## src/rtl/wb_trace_pkg.sv

```systemverilog
// Shared types for the writeback trace buffer.
// WB_TRACE_TIMESTAMP_EN adds a per-entry stamp field.
package wb_trace_pkg;

    localparam int REG_W   = 5;
    localparam int DATA_W  = 32;
    localparam int STAMP_W = 32;

    typedef struct packed {
        logic [REG_W-1:0]   wreg;
        logic [DATA_W-1:0]  data;
`ifdef WB_TRACE_TIMESTAMP_EN
        logic [STAMP_W-1:0] stamp;
`endif
    } wb_entry_t;

endpackage

```

## src/rtl/wb_trace_fifo.sv

```systemverilog
// Generic synchronous FIFO with extra-MSB pointers; no fall-through, pops of an empty
// FIFO are ignored, and a push into a full FIFO is accepted only alongside a pop.
module wb_trace_fifo #(
    parameter int WIDTH = 37,
    parameter int DEPTH = 16
) (
    input  logic                   clk,
    input  logic                   rst,
    input  logic                   push,
    input  logic                   pop,
    input  logic [WIDTH-1:0]       din,
    output logic [WIDTH-1:0]       dout,
    output logic                   full,
    output logic                   empty,
    output logic [$clog2(DEPTH):0] count
);

    localparam int AW = $clog2(DEPTH);

    logic [AW:0]      wptr;
    logic [AW:0]      rptr;
    logic [WIDTH-1:0] mem [DEPTH];
    logic             push_ok;
    logic             pop_ok;

    assign pop_ok  = pop & ~empty;
    assign push_ok = push & (~full | pop_ok);

    always_ff @(posedge clk) begin
        if (rst) begin
            wptr <= '0;
            rptr <= '0;
        end else begin
            if (push_ok) wptr <= wptr + 1'b1;
            if (pop_ok)  rptr <= rptr + 1'b1;
        end
    end

    // Storage carries no reset; the pointers alone define what is valid.
    always_ff @(posedge clk) begin
        if (push_ok && !rst) mem[wptr[AW-1:0]] <= din;
    end

    assign dout  = mem[rptr[AW-1:0]];
    assign empty = (wptr == rptr);
    assign full  = (wptr[AW] != rptr[AW]) && (wptr[AW-1:0] == rptr[AW-1:0]);
    assign count = wptr - rptr;

endmodule

```

## src/rtl/wb_trace_buffer.sv

```systemverilog
// Logs one entry per committed register write, detected on rising edges of proc_clk_in
// sampled as data. WB_TRACE_TIMESTAMP_EN adds a stamp counter and the rd_stamp port.
module wb_trace_buffer
    import wb_trace_pkg::*;
#(
    parameter int DEPTH  = 16,
    parameter int LOG_R0 = 0,
    parameter int DROP_W = 16
) (
    input  logic                   clock,
    input  logic                   reset,
    input  logic                   proc_clk_in,
    input  logic                   wb_en,
    input  logic [4:0]             wb_reg,
    input  logic [31:0]            wb_data,
    output logic                   rd_valid,
    input  logic                   rd_ready,
    output logic [4:0]             rd_reg,
    output logic [31:0]            rd_data,
`ifdef WB_TRACE_TIMESTAMP_EN
    output logic [31:0]            rd_stamp,
`endif
    output logic [$clog2(DEPTH):0] count,
    output logic                   overflow,
    output logic [DROP_W-1:0]      drop_cnt
);

    localparam int ENTRY_W = $bits(wb_entry_t);

    logic      pclk_q;
    logic      pclk_rise;
    logic      cap;
    logic      pop;
    logic      drop;
    logic      full;
    logic      empty;
    wb_entry_t wr_entry;
    wb_entry_t rd_entry;

    // Resetting pclk_q high suppresses a false edge when proc_clk_in is already high.
    always_ff @(posedge clock) begin
        if (reset) pclk_q <= 1'b1;
        else       pclk_q <= proc_clk_in;
    end

    assign pclk_rise = proc_clk_in & ~pclk_q;
    assign cap       = pclk_rise & wb_en & ((LOG_R0 != 0) | (wb_reg != 5'd0));
    assign pop       = rd_valid & rd_ready;
    assign drop      = cap & full & ~pop;

`ifdef WB_TRACE_TIMESTAMP_EN
    logic [STAMP_W-1:0] stamp;

    // Counts every processor clock edge, captured or not.
    always_ff @(posedge clock) begin
        if (reset)          stamp <= '0;
        else if (pclk_rise) stamp <= stamp + 1'b1;
    end
`endif

    always_comb begin
        wr_entry       = '0;
        wr_entry.wreg  = wb_reg;
        wr_entry.data  = wb_data;
`ifdef WB_TRACE_TIMESTAMP_EN
        wr_entry.stamp = stamp;
`endif
    end

    wb_trace_fifo #(
        .WIDTH (ENTRY_W),
        .DEPTH (DEPTH)
    ) u_fifo (
        .clk   (clock),
        .rst   (reset),
        .push  (cap),
        .pop   (pop),
        .din   (wr_entry),
        .dout  (rd_entry),
        .full  (full),
        .empty (empty),
        .count (count)
    );

    always_ff @(posedge clock) begin
        if (reset) begin
            overflow <= 1'b0;
            drop_cnt <= '0;
        end else if (drop) begin
            overflow <= 1'b1;
            if (drop_cnt != {DROP_W{1'b1}}) drop_cnt <= drop_cnt + 1'b1;
        end
    end

    // Head fields are masked so they read as zero while nothing is queued.
    assign rd_valid = ~empty;
    assign rd_reg   = rd_valid ? rd_entry.wreg : 5'd0;
    assign rd_data  = rd_valid ? rd_entry.data : 32'd0;
`ifdef WB_TRACE_TIMESTAMP_EN
    assign rd_stamp = rd_valid ? rd_entry.stamp : 32'd0;
`endif

endmodule

```

## config.mk

```make
export PLATFORM = sky130hd
export DESIGN_NAME = wb_trace_buffer
export DESIGN_NICKNAME = d
export VERILOG_FILES = /design/src/rtl/wb_trace_pkg.sv /design/src/rtl/wb_trace_fifo.sv /design/src/rtl/wb_trace_buffer.sv
export SDC_FILE = /design/constraint.sdc
export NUM_CORES = 1
export LEC_CHECK = 0
export CAP_MARGIN = 15
export CORE_UTILIZATION = 35
export CTS_CLUSTER_SIZE = 30
export DETAILED_ROUTE_END_ITERATION = 10
export MAX_ROUTING_LAYER = met4
export PLACE_DENSITY = 0.63
export RECOVER_POWER = 25
export SKIP_CTS_REPAIR_TIMING = 1
export SLEW_MARGIN = 20
export SYNTH_ARGS = -nofsm -noshare
export SYNTH_HDL_FRONTEND = slang
export SYNTH_HIERARCHICAL = 1
export SYNTH_SLANG_ARGS = --single-unit
```

## constraint.sdc

```tcl
create_clock -name clock -period 7.15 [get_ports clock]
set_clock_uncertainty 0.1 [all_clocks]
set_input_delay 1.43 -clock clock [delete_from_list [all_inputs] [get_ports clock]]
set_output_delay 1.43 -clock clock [all_outputs]
set_load 0.05 [all_outputs]
```

Word level (Yosys, flattened, before mapping)
Memories as Yosys holds them, arrays and structs flattened. A register that Yosys moved wholly into a read port is not among the register bits.
Cells that the tools add are included.
Cells by class
  add/sub/neg operators: 4
  equal/unequal tests: 4
  multiplexer cells: 6
  bitwise gates (word level): 13
  reduce and logical (&&, ||, !) cells: 5
Operators with widths (number)
  $mux 32: 1
  $add 16x1->16 const B: 1
  $ne 16x16->1 const B: 1
  $add 5x1->5 const B: 2
  $and 1x1->1: 8
  $mux 4: 2
  $eq 5x5->1: 1
  $mux 5: 1
  $reduce_bool 5->1: 1
  $sub 5x5->5: 1
  $eq 4x4->1: 1
  $not 1->1: 4
  $logic_and 1x1->1: 2
  $mux 1: 2
  $reduce_and 2->1: 1
  $logic_not 1->1: 1
  $ne 1x1->1: 1
  $or 1x1->1: 1
Word-level totals
  bits in registers: 28
  bits in writable memories: 592
  input port bits: 42
  memories: 1
Memories
  u_fifo.mem: depth 16, width 37, read ports 1, clocked after memory_dff 1, wr ports 1, line wb_trace_fifo.sv:22  | logic [WIDTH-1:0] mem [DEPTH];

Depth between registers and ports, before layout
Gate-level depths: netlist (run 1).
  depth in word-level cells: 9
  gate-level depth with buffers: 11
  gate-level depth less buffers: 11

Modules after synthesis
The synthesis (run 1) kept the hierarchy.
Modules (own cells, without submodules)
  wb_trace_fifo: times used 1, cells an instance 1016, area each 23003.3 µm²
  wb_trace_buffer: times used 1, cells an instance 156, area each 1228.7 µm²

Worst setup path after synthesis (run 1)
Ideal clock, no wire load.
  path kind: in2reg
  start: input port wb_en
  end: memory u_fifo.mem[0][0] (enable)
  setup time: 524 ps
  arrival time: 5648 ps
  required time: 6526 ps
  setup slack: 879 ps
  stages on the path: 5
  buffers on the path: 1
  cells stage by stage: nand3b_1 -> a21oi_2 -> o31ai_1 -> buf_2 -> nor4_1
Between the ends
  longest elaborated chain between the ends: 6
Ends and longest elaborated chain
  from (decl): line wb_trace_buffer.sv:13  | input logic wb_en,
  $and 1x1->1 (2 in a row): line wb_trace_buffer.sv:47  | assign cap = pclk_rise & wb_en & ((LOG_R0 != 0) | (wb_reg != 5'd0));
  named net cap: line wb_trace_buffer.sv:32  | logic cap;
  $and 1x1->1: line wb_trace_fifo.sv:27  | assign push_ok = push & (~full | pop_ok);
  $logic_and 1x1->1: line wb_trace_fifo.sv:41  | if (push_ok && !rst) mem[wptr[AW-1:0]] <= din;
  $mux 1: line wb_trace_fifo.sv:41
  $mux 1 (not written as such): line wb_trace_fifo.sv:41
  to (decl): line wb_trace_fifo.sv:22
The timed path passes the listed nets, and every way through them passes these cells.

==> results of run 1 <==
==> area by class of cell <==
| cell class | instances | area, µm² |
|---|---|---|
| inverters | 16 | 60.1 |
| fillers | 5925 | 40000 |
| clock buffers | 76 | 1610 |
| well taps | 931 | 1160 |
| repair buffers | 136 | 1310 |
| flip-flops and latches | 624 | 18400 |
| multi-input cells | 470 | 5570 |
| diodes | 1 | 2.50 |
| clock inverters | 38 | 437 |
==> layout by cell type, fill, tap and decap left out, drive strengths merged, types with 2 or more instances in the layout <==
cell	synthesis	final
a21o	2	2
a21oi	22	22
a22oi	74	74
and2	2	2
and3	4	4
and4	3	3
buf	36	34
bufinv	0	7
clkbuf	26	77
clkdlybuf4s50	0	78
clkinv	0	26
dfxtp	32	32
dlygate4sd3	0	23
edfxtp	592	592
ha	10	10
inv	16	21
mux2	2	2
mux4	148	148
nand2	46	46
nand2b	9	9
nand3	11	11
nand3b	3	3
nand4	9	9
nor2	24	24
nor2b	41	41
nor3	6	6
nor4	6	6
o21ai	5	5
o31ai	10	10
or3	3	3
or4	9	9
xnor2	9	9
xor2	2	2
==> report_power, final <==
part           internal [W]  switching [W]
Combinational     0.0000388      0.0000915
Clock               0.00187        0.00137
Sequential          0.00400     0.00000140
Total               0.00590        0.00146
==> cells in the mapped netlist, types with 3 or more instances <==
library cell | instances | area, µm²
nor4_1 | 5 | 31.3
or4_1 | 9 | 67.6
o31ai_1 | 10 | 75.1
clkbuf_1 | 26 | 97.6
edfxtp_1 | 592 | 17800
buf_4 | 7 | 52.6
nand4_1 | 8 | 50.1
buf_2 | 8 | 40.0
a21oi_1 | 21 | 105
a22oi_1 | 74 | 556
nor3_1 | 6 | 30.0
nand3b_1 | 3 | 22.5
nor2b_1 | 41 | 257
nand3_1 | 10 | 50.1
buf_1 | 12 | 45.0
nand2_1 | 46 | 173
and4_1 | 3 | 26.3
or3_1 | 3 | 18.8
dfxtp_1 | 32 | 641
nand2b_1 | 9 | 56.3
mux4_2 | 148 | 3330
inv_1 | 16 | 60.1
xnor2_1 | 9 | 78.8
nor2_1 | 24 | 90.1
buf_6 | 9 | 101
and3_1 | 4 | 25.0
ha_1 | 10 | 125
==> routing by layer <==
metal | up-vias | wire length (µm) | track usage
met5 | - | 0 | -
met4 | 0 | 1020 | 0.0400
met3 | 69 | 2870 | 0.0300
met2 | 313 | 26300 | 0.255
met1 | 6321 | 22600 | 0.201
li1 | 5141 | - | -
==> stage by stage <==
stage,setup slack (ns),instances,area (µm²),util,hold slack [ns]
after CTS,1.60,2291,28600,0.417,0.363
after global routing,1.48,2292,28600,0.417,0.379
final,1.76,2292,28600,0.417,0.358
after floorplan,0.879,1172,24200,-,0.378
after global placement,2.14,2177,26500,0.387,0.335
after detailed placement,1.99,2177,26500,0.387,0.354
==> flip-flops by register name, indices dropped and copies added, names as in the netlist, named ones only <==
signal	flops
u_fifo/mem	592
drop_cnt	16
u_fifo/rptr	5
u_fifo/wptr	5
overflow	1
pclk_q	1
==> worst paths after layout <==
check | endpoint | slack (ns) | cells after the start
max | rd_reg[2] | 1.76 | 6
min | overflow | 0.36 | 2
max reg2reg | u_fifo/mem[6][25] | 2.53 | 12
min reg2reg | overflow | 0.36 | 2
==> cells by family (layout without fill, tap and decap cells) <==
kind of cell / count (synthesis) / count (layout) / share of synthesized area
compound gates: 119 / 119 / 0.0346
xor+xnor: 11 / 11 / 0.00398
fa+ha+maj: 11 / 11 / 0.00599
buf+inv: 78 / 266 / 0.0164
flops: 624 / 624 / 0.760
mux: 151 / 151 / 0.139
other cells: 0 / 1 / 0
simple gates: 178 / 178 / 0.0399
==> worst min-delay path, stage by stage, from the launching register on <==
cell	delay [ns]
dfxtp_1	0.32
inv_1	0.05
a21oi_1	0.05
==> flow_summary.toml, run 1 <==
[status]
status = "complete, but fails checks"
violations = "max-capacitance violations, max-slew violations"

[logic_synthesis]
syn_area_um2 = 24200
synth_ff_type = "edfxtp_1"
synthArstFlopShare = 0
yosysWarnings = 6
synth_edf_count = 592
avgSynthCellArea_um2 = 20.7
seq_area_frac_synth = 0.760
ys_seq_elements = 624
postSynthCellCount = 1172
synth_fp_nets = 1225
yosysUniqueCellTypes = 49

[routing]
wirelength_mm = 52.9
via_per_inst = 5.17
route.detailed.drc = 0
dr_total_vias = 11800
postRouteAntennaNets = 0
initialDrtViolationCount = 894
dr.pass1.iters = 5
wl_per_cell_um = 23.1

[layout]
drive_gt1_frac = 0.226
syn2layout_area_growth_pct = 17.9
fin_nets = 1362

[global_route]
grt_start_max_net_pins = 66
antenna_found_initial = 1
overflow = 0
grt_first_pass_wirelength_mm = 79.7
grt_pass1_vias = 12500
grt_use_total = 0.156

[pwr]
p_leak_nw = 8.62
cellPowerDensity_nw_per_um2 = 258
ir_drop_mv = 0.192
finalPower_w = 0.00737

[clock_tree]
cts_buffers = 61
insertion_delay_ns = 0.63
cts_max_level = 2
path_clk_slew_ns = 0.06
cts_buffer_depth = 3
cts.sinks = 624
clock-root-buffer = "clkbuf_16"
cts_tree = "built"

[worst_setup_path]
worst-path-buf-inv = 2
slowest_delay_ns = 0.87
critical_path_class = "register to primary output"
slowest_stage = "dfxtp_4"
r2r_start = "u_fifo/wptr[2]"
crit_chain = "buf_4 -> mux4_2 -> a22oi_1 -> nand2_1 -> nor2b_1 -> clkdlybuf4s50_1"
worst-path-max-fanout = 38
crit_family = "buffers and inverters"
cp.required_ns = 5.62
crit_arrival_ns = 3.86
endpoint_kind = "primary output"
cp-start-kind = "register"

[timing]
rsz0062_at_grt = "no"
tightest_slew_ns = 1.50
setup_violations = 0
fin_crit_sh = 0.753
min_period_ns = 5.39
report.final.slew_viol_count = 35
slew_headroom = -0.00155
fin_tns_setup_ns = 0
clock.fmax_ghz = 0.186
hold_viol_final = 0

[floorplan]
row_count = 96
die-area_um2 = 70300
start_util = 0.353
pin_count = 102
coreArea_um2 = 68600
die_h_um = 265
die_x_um = 265

[place]
gp_congestion = 0.757
dpl.hpwl_mm = 29.8
io_buffers = 101

[hold_path]
hold_path.startpoint = "overflow"
min_path_type = "register to register"

[job]
cap_viol_max_count = 1
(Power assumes the default switching activity.)
==> run 2: changes to the inputs <==
- clock period: 7.15 -> 5.55 ns (I/O delays scaled with it)
==> run 2 against run 1 <==
Net effect:
- the flow now finishes without violations
- utilization up 0.13 points
- die area is the same
- final cell count rose by 0.65%
- routed wire length shrank 1.4%
- count of clock-buffer cells in the layout grew 7
- register-to-register slack lost 0.94 ns
- critical endpoint is now rd_data[3]
==> flow_summary.toml, run 2 (synthesis results as in run 1) <==
[routing]
postRouteAntennaNets = 0
dr.pass1.iters = 5
dr_total_vias = 12000
wirelength_mm = 52.1
via_per_inst = 5.19
initialDrtViolationCount = 825
wl_per_cell_um = 22.6
route.detailed.drc = 0

[pwr]
cellPowerDensity_nw_per_um2 = 330
p_leak_nw = 8.64
finalPower_w = 0.00947
ir_drop_mv = 0.189

[worst_setup_path]
cp-start-kind = "register"
crit_end = "rd_data[3]"
reg2reg_depth = 11
r2r_start = "u_fifo/wptr[2]"
worst-path-max-fanout = 23
critical_path_class = "register to primary output"
endpoint_kind = "primary output"
cp.required_ns = 4.34
cp-startpoint = "u_fifo/wptr[2]"
crit_arrival_ns = 3.76
reg2reg_to = "u_fifo/mem[13][11]"
timing.reg2reg.setup_slack_ns = 1.59

[layout]
final_common_cell = "edfxtp_1"
largest_reg_flops = 592
final_cell_mix = "edfxtp_1, mux4_2, clkdlybuf4s50_1, a22oi_1, clkbuf_16"
fin_nets = 1373
drive_gt1_frac = 0.230
syn2layout_area_growth_pct = 18.3

[clock_tree]
path_clk_slew_ns = 0.06
insertion_delay_ns = 0.61
cts_buffers = 66
cts.sinks = 624
cts_max_level = 3
cts_buffer_depth = 3
cts_tree = "built"
clock-root-buffer = "clkbuf_16"

[timing]
setup_slack_ns = 0.577
fin_crit_sh = 0.896
setup_violations = 0
rsz0062_at_grt = "no"
tightest_slew_ns = 0.928
clock.fmax_ghz = 0.201
report.final.slew_viol_count = 0
slew_headroom = 0.380
hold_viol_final = 0
min_period_ns = 4.97

[floorplan]
pin_count = 102
coreArea_um2 = 68600
die_h_um = 265
start_util = 0.353
die_x_um = 265
die-area_um2 = 70300
row_count = 96

[hold_path]
min_path_type = "register to register"

[global_route]
grt_use_total = 0.156
grt_start_max_net_pins = 47
grt_pass1_vias = 12600
overflow = 0
grt_first_pass_wirelength_mm = 79.3
antenna_found_initial = 6

[job]
cap_viol_max_count = 0

[place]
io_buffers = 101
pre_cts_slack_ns = 1.04
dpl.hpwl_mm = 29.2
gp_congestion = 0.747

[status]
status = "finished clean"
[run 2: changes by cell type in the layout (fill, tap and decap cells not counted), sizes merged, moves of 3 or more]
cell	before	now
clkinvlp	0	3
bufinv	7	3
diode	1	5
buf	34	40
clkbuf	77	84
[run 2: critical path, cell delays in order (launching register included)]
cell             delay [ns]
dfxtp_1                0.58
ha_1                   0.30
nand4_1                0.35
nor2_4                 0.56
buf_4                  0.48
nor2b_1                0.11
clkdlybuf4s50_1        0.74
[run 2: stage by stage]
stage | TNS (ns) | area [µm²] | hold WS, ns | cells | util
CTS | 0 | 28700 | 0.358 | 2302 | 0.418
global route | 0 | 28700 | 0.382 | 2307 | 0.418
global placement | 0 | 26600 | 0.336 | 2183 | 0.388
floorplan | -88.86 | 24200 | 0.378 | 1172 | -
finish | 0 | 28700 | 0.354 | 2307 | 0.418
detailed placement | 0 | 26600 | 0.344 | 2183 | 0.388
[run 2: how the worst min path moves through the flow]
stage	start	end	depth (start not counted)
after detailed placement	overflow	overflow	2
after global routing	overflow	overflow	2
after global placement	overflow	overflow	2
final	overflow	overflow	2
after CTS	overflow	overflow	2
after floorplan	u_fifo/rptr[3]	register	2
[run 2: area by class of cell]
class | count | area [µm²]
clock buffer | 83 | 1740
antenna | 5 | 12.5
sequential | 624 | 18400
tap | 931 | 1160
inverter | 16 | 60.1
fill | 5908 | 39900
multi-input combinational | 470 | 5570
timing repair buffer | 142 | 1400
clock inverter | 36 | 299
[run 2: routing by layer]
metal | global-route usage | vias up | wire length, µm | part of all wire
li1 | - | 5173 | - | -
met2 | 0.242 | 355 | 25100 | 0.48
met1 | 0.209 | 6383 | 23100 | 0.44
met3 | 0.0340 | 60 | 3240 | 0.062
met4 | 0.0377 | 0 | 695 | 0.013
met5 | - | - | 0 | 0
[run 2: power by group]
| part | internal, W | total [W] | switching (W) |
|---|---|---|---|
| Clock | 0.00238 | 0.00415 | 0.00178 |
| Sequential | 0.00515 | 0.00515 | 0.00000151 |
| Combinational | 0.0000506 | 0.000167 | 0.000116 |
==> run 3: changes to the inputs <==
- PLACE_DENSITY: 0.63 -> 0.65
- clock period: 5.55 -> 4.45 ns (I/O delays scaled with it)
==> run 3 against run 2 <==
Net effect:
- sequential cell count is the same
- sequential share of layout area is essentially flat
- final cell count shrank 0.30%
- worst hold slack gained 0.0068 ns
- global-route usage grew 0.37 points
- largest cell class unchanged
==> flow_summary.toml, run 3 (synthesis results as in run 1) <==
[status]
status = "finished clean"

[pwr]
ir_drop_mv = 0.280
pwr-share-comb = 0.018
p_leak_nw = 8.64
power.switching_w = 0.00230
internal-power_w = 0.00923
p_seq_frac = 0.558
pwr-share-clk = 0.424
switching_share = 0.199
cellPowerDensity_nw_per_um2 = 402

[routing]
dr_total_vias = 12000
dr.pass1.iters = 7
via_per_inst = 5.22
postRouteAntennaNets = 0
wl_per_cell_um = 23.2
wirelength_mm = 53.5
initialDrtViolationCount = 1038
route.detailed.drc = 0

[layout]
final_cell_mix = "edfxtp_1, mux4_2, a22oi_1, clkdlybuf4s50_1, clkbuf_16"
drive_gt1_frac = 0.242
final_common_cell = "edfxtp_1"
fin_util = 0.418
syn2layout_area_growth_pct = 18.3
fin_cells = 2300
fillers = 5905
largest_reg_flops = 592
fin_nets = 1373

[floorplan]
die-area_um2 = 70300
die_h_um = 265
die_x_um = 265
coreArea_um2 = 68600
start_util = 0.353
row_count = 96
pin_count = 102

[global_route]
grt_start_max_net_pins = 69
met3_usage = 0.0276
antenna_found_initial = 5
grt-busiest-layer = "met2"
globalRouteMet1Util = 0.219
grtUsageMet2 = 0.248
grt_first_pass_wirelength_mm = 81.1
grt_use_total = 0.159
overflow = 0
grt_pass1_vias = 12600

[timing]
hold_viol_final = 0
slew_headroom = 0.382
setup_violations = 0
min_period_ns = 4.30
clock.fmax_ghz = 0.232
report.final.slew_viol_count = 0
setup_slack_ns = 0.147
fin_crit_sh = 0.967
rsz0062_at_grt = "no"
tightest_slew_ns = 0.927

[worst_setup_path]
critical_path_depth = 5
crit_chain = "and2_2 -> a22oi_1 -> nand2_1 -> nor2b_1 -> clkdlybuf4s50_1"
slowest_stage = "clkdlybuf4s50_1"
crit_arrival_ns = 3.31
crit_family = "simple AND/OR/NAND/NOR gates"
cp.required_ns = 3.46
worst-path-buf-inv = 1
slowest_delay_ns = 0.85
cp-start-kind = "register"
timing.reg2reg.setup_slack_ns = 1.01
r2r_start = "u_fifo/wptr[2]"
critical_path_class = "register to primary output"
worst-path-max-fanout = 25
endpoint_kind = "primary output"
reg2reg_depth = 12
reg2reg_to = "u_fifo/mem[6][5]"

[place]
io_buffers = 101
dpl.cell_count = 2190
pre_cts_slack_ns = 0.676
gp_congestion = 0.765
dpl.hpwl_mm = 30.4

[hold_path]
min_to = "overflow"
min_path_type = "register to register"
hold_path_depth = 2
hold_path.startpoint = "overflow"

[clock_tree]
cts.sinks = 624
cts_buffers = 59
cts_buffer_depth = 3
insertion_delay_ns = 0.62
cts_max_level = 2
path_clk_slew_ns = 0.07
cts_tree = "built"
clock-root-buffer = "clkbuf_16"

[job]
cap_viol_max_count = 0
## run 3: cell count changes in the layout (fill, tap and decap cells not counted), moves of 3 or more
cell,previous run,this run
nor4_4,1,5
clkbuf_1,17,13
buf_4,33,45
nor4_2,4,0
buf_12,7,15
clkdlybuf4s50_1,79,66
clkinvlp_4,3,6
clkbuf_16,67,59
clkinv_2,11,8
## run 3: worst min-delay path: stages, from the launching register on
cell and delay, ns:
dfxtp_1 0.31, inv_1 0.05, a21oi_1 0.05
## run 3: layer usage
metal	wire [µm]	up-vias
met4	895	0
li1	-	5170
met3	2840	69
met5	0	-
met1	23600	6409
met2	26200	359
## run 3: through the flow
step	hold WS [ns]	instance area [µm²]	total power, W	setup TNS [ns]
after floorplan	0.378	24300	0.00663	-127.81
after global placement	0.336	26800	0.00676	0
after detailed placement	0.354	26800	0.00677	0
after CTS	0.368	28700	0.0116	-0.00496
after global routing	0.385	28700	0.0119	0
final	0.361	28700	0.0115	0
## run 3: power by group through the flow
stage                     registers (W)  logic [W]  clock network, W
after floorplan                 0.00655  0.0000724                 0
after global placement          0.00655   0.000209                 0
after detailed placement        0.00655   0.000219                 0
after CTS                       0.00643   0.000218           0.00498
after global routing            0.00642   0.000229           0.00520
final                           0.00643   0.000210           0.00489
## run 3: final cells by class
cell class | count | area [µm²] | share of cell area
Sequential cell | 624 | 18400 | 0.643
Clock buffer | 71 | 1520 | 0.0531
Clock inverter | 36 | 368 | 0.0128
Tap cell | 931 | 1160 | 0.0406
Timing Repair Buffer | 149 | 1520 | 0.0531
Multi-Input combinational cell | 470 | 5590 | 0.195
Inverter | 16 | 60.1 | 0.00210
Antenna cell | 3 | 7.51 | 0.000262
## run 3: worst max-delay path by stage
stage | startpoint | end | slack [ns]
final | register | rd_data[2] | 0.15
after CTS | u_fifo/wptr[3] | rd_reg[3] | -0.005
after floorplan | u_fifo/wptr[0] | u_fifo/mem[11][0] | -0.70
after detailed placement | u_fifo/wptr[2] | rd_reg[3] | 0.68
after global placement | u_fifo/wptr[2] | rd_reg[3] | 0.64
after global routing | register | rd_data[2] | 0.02
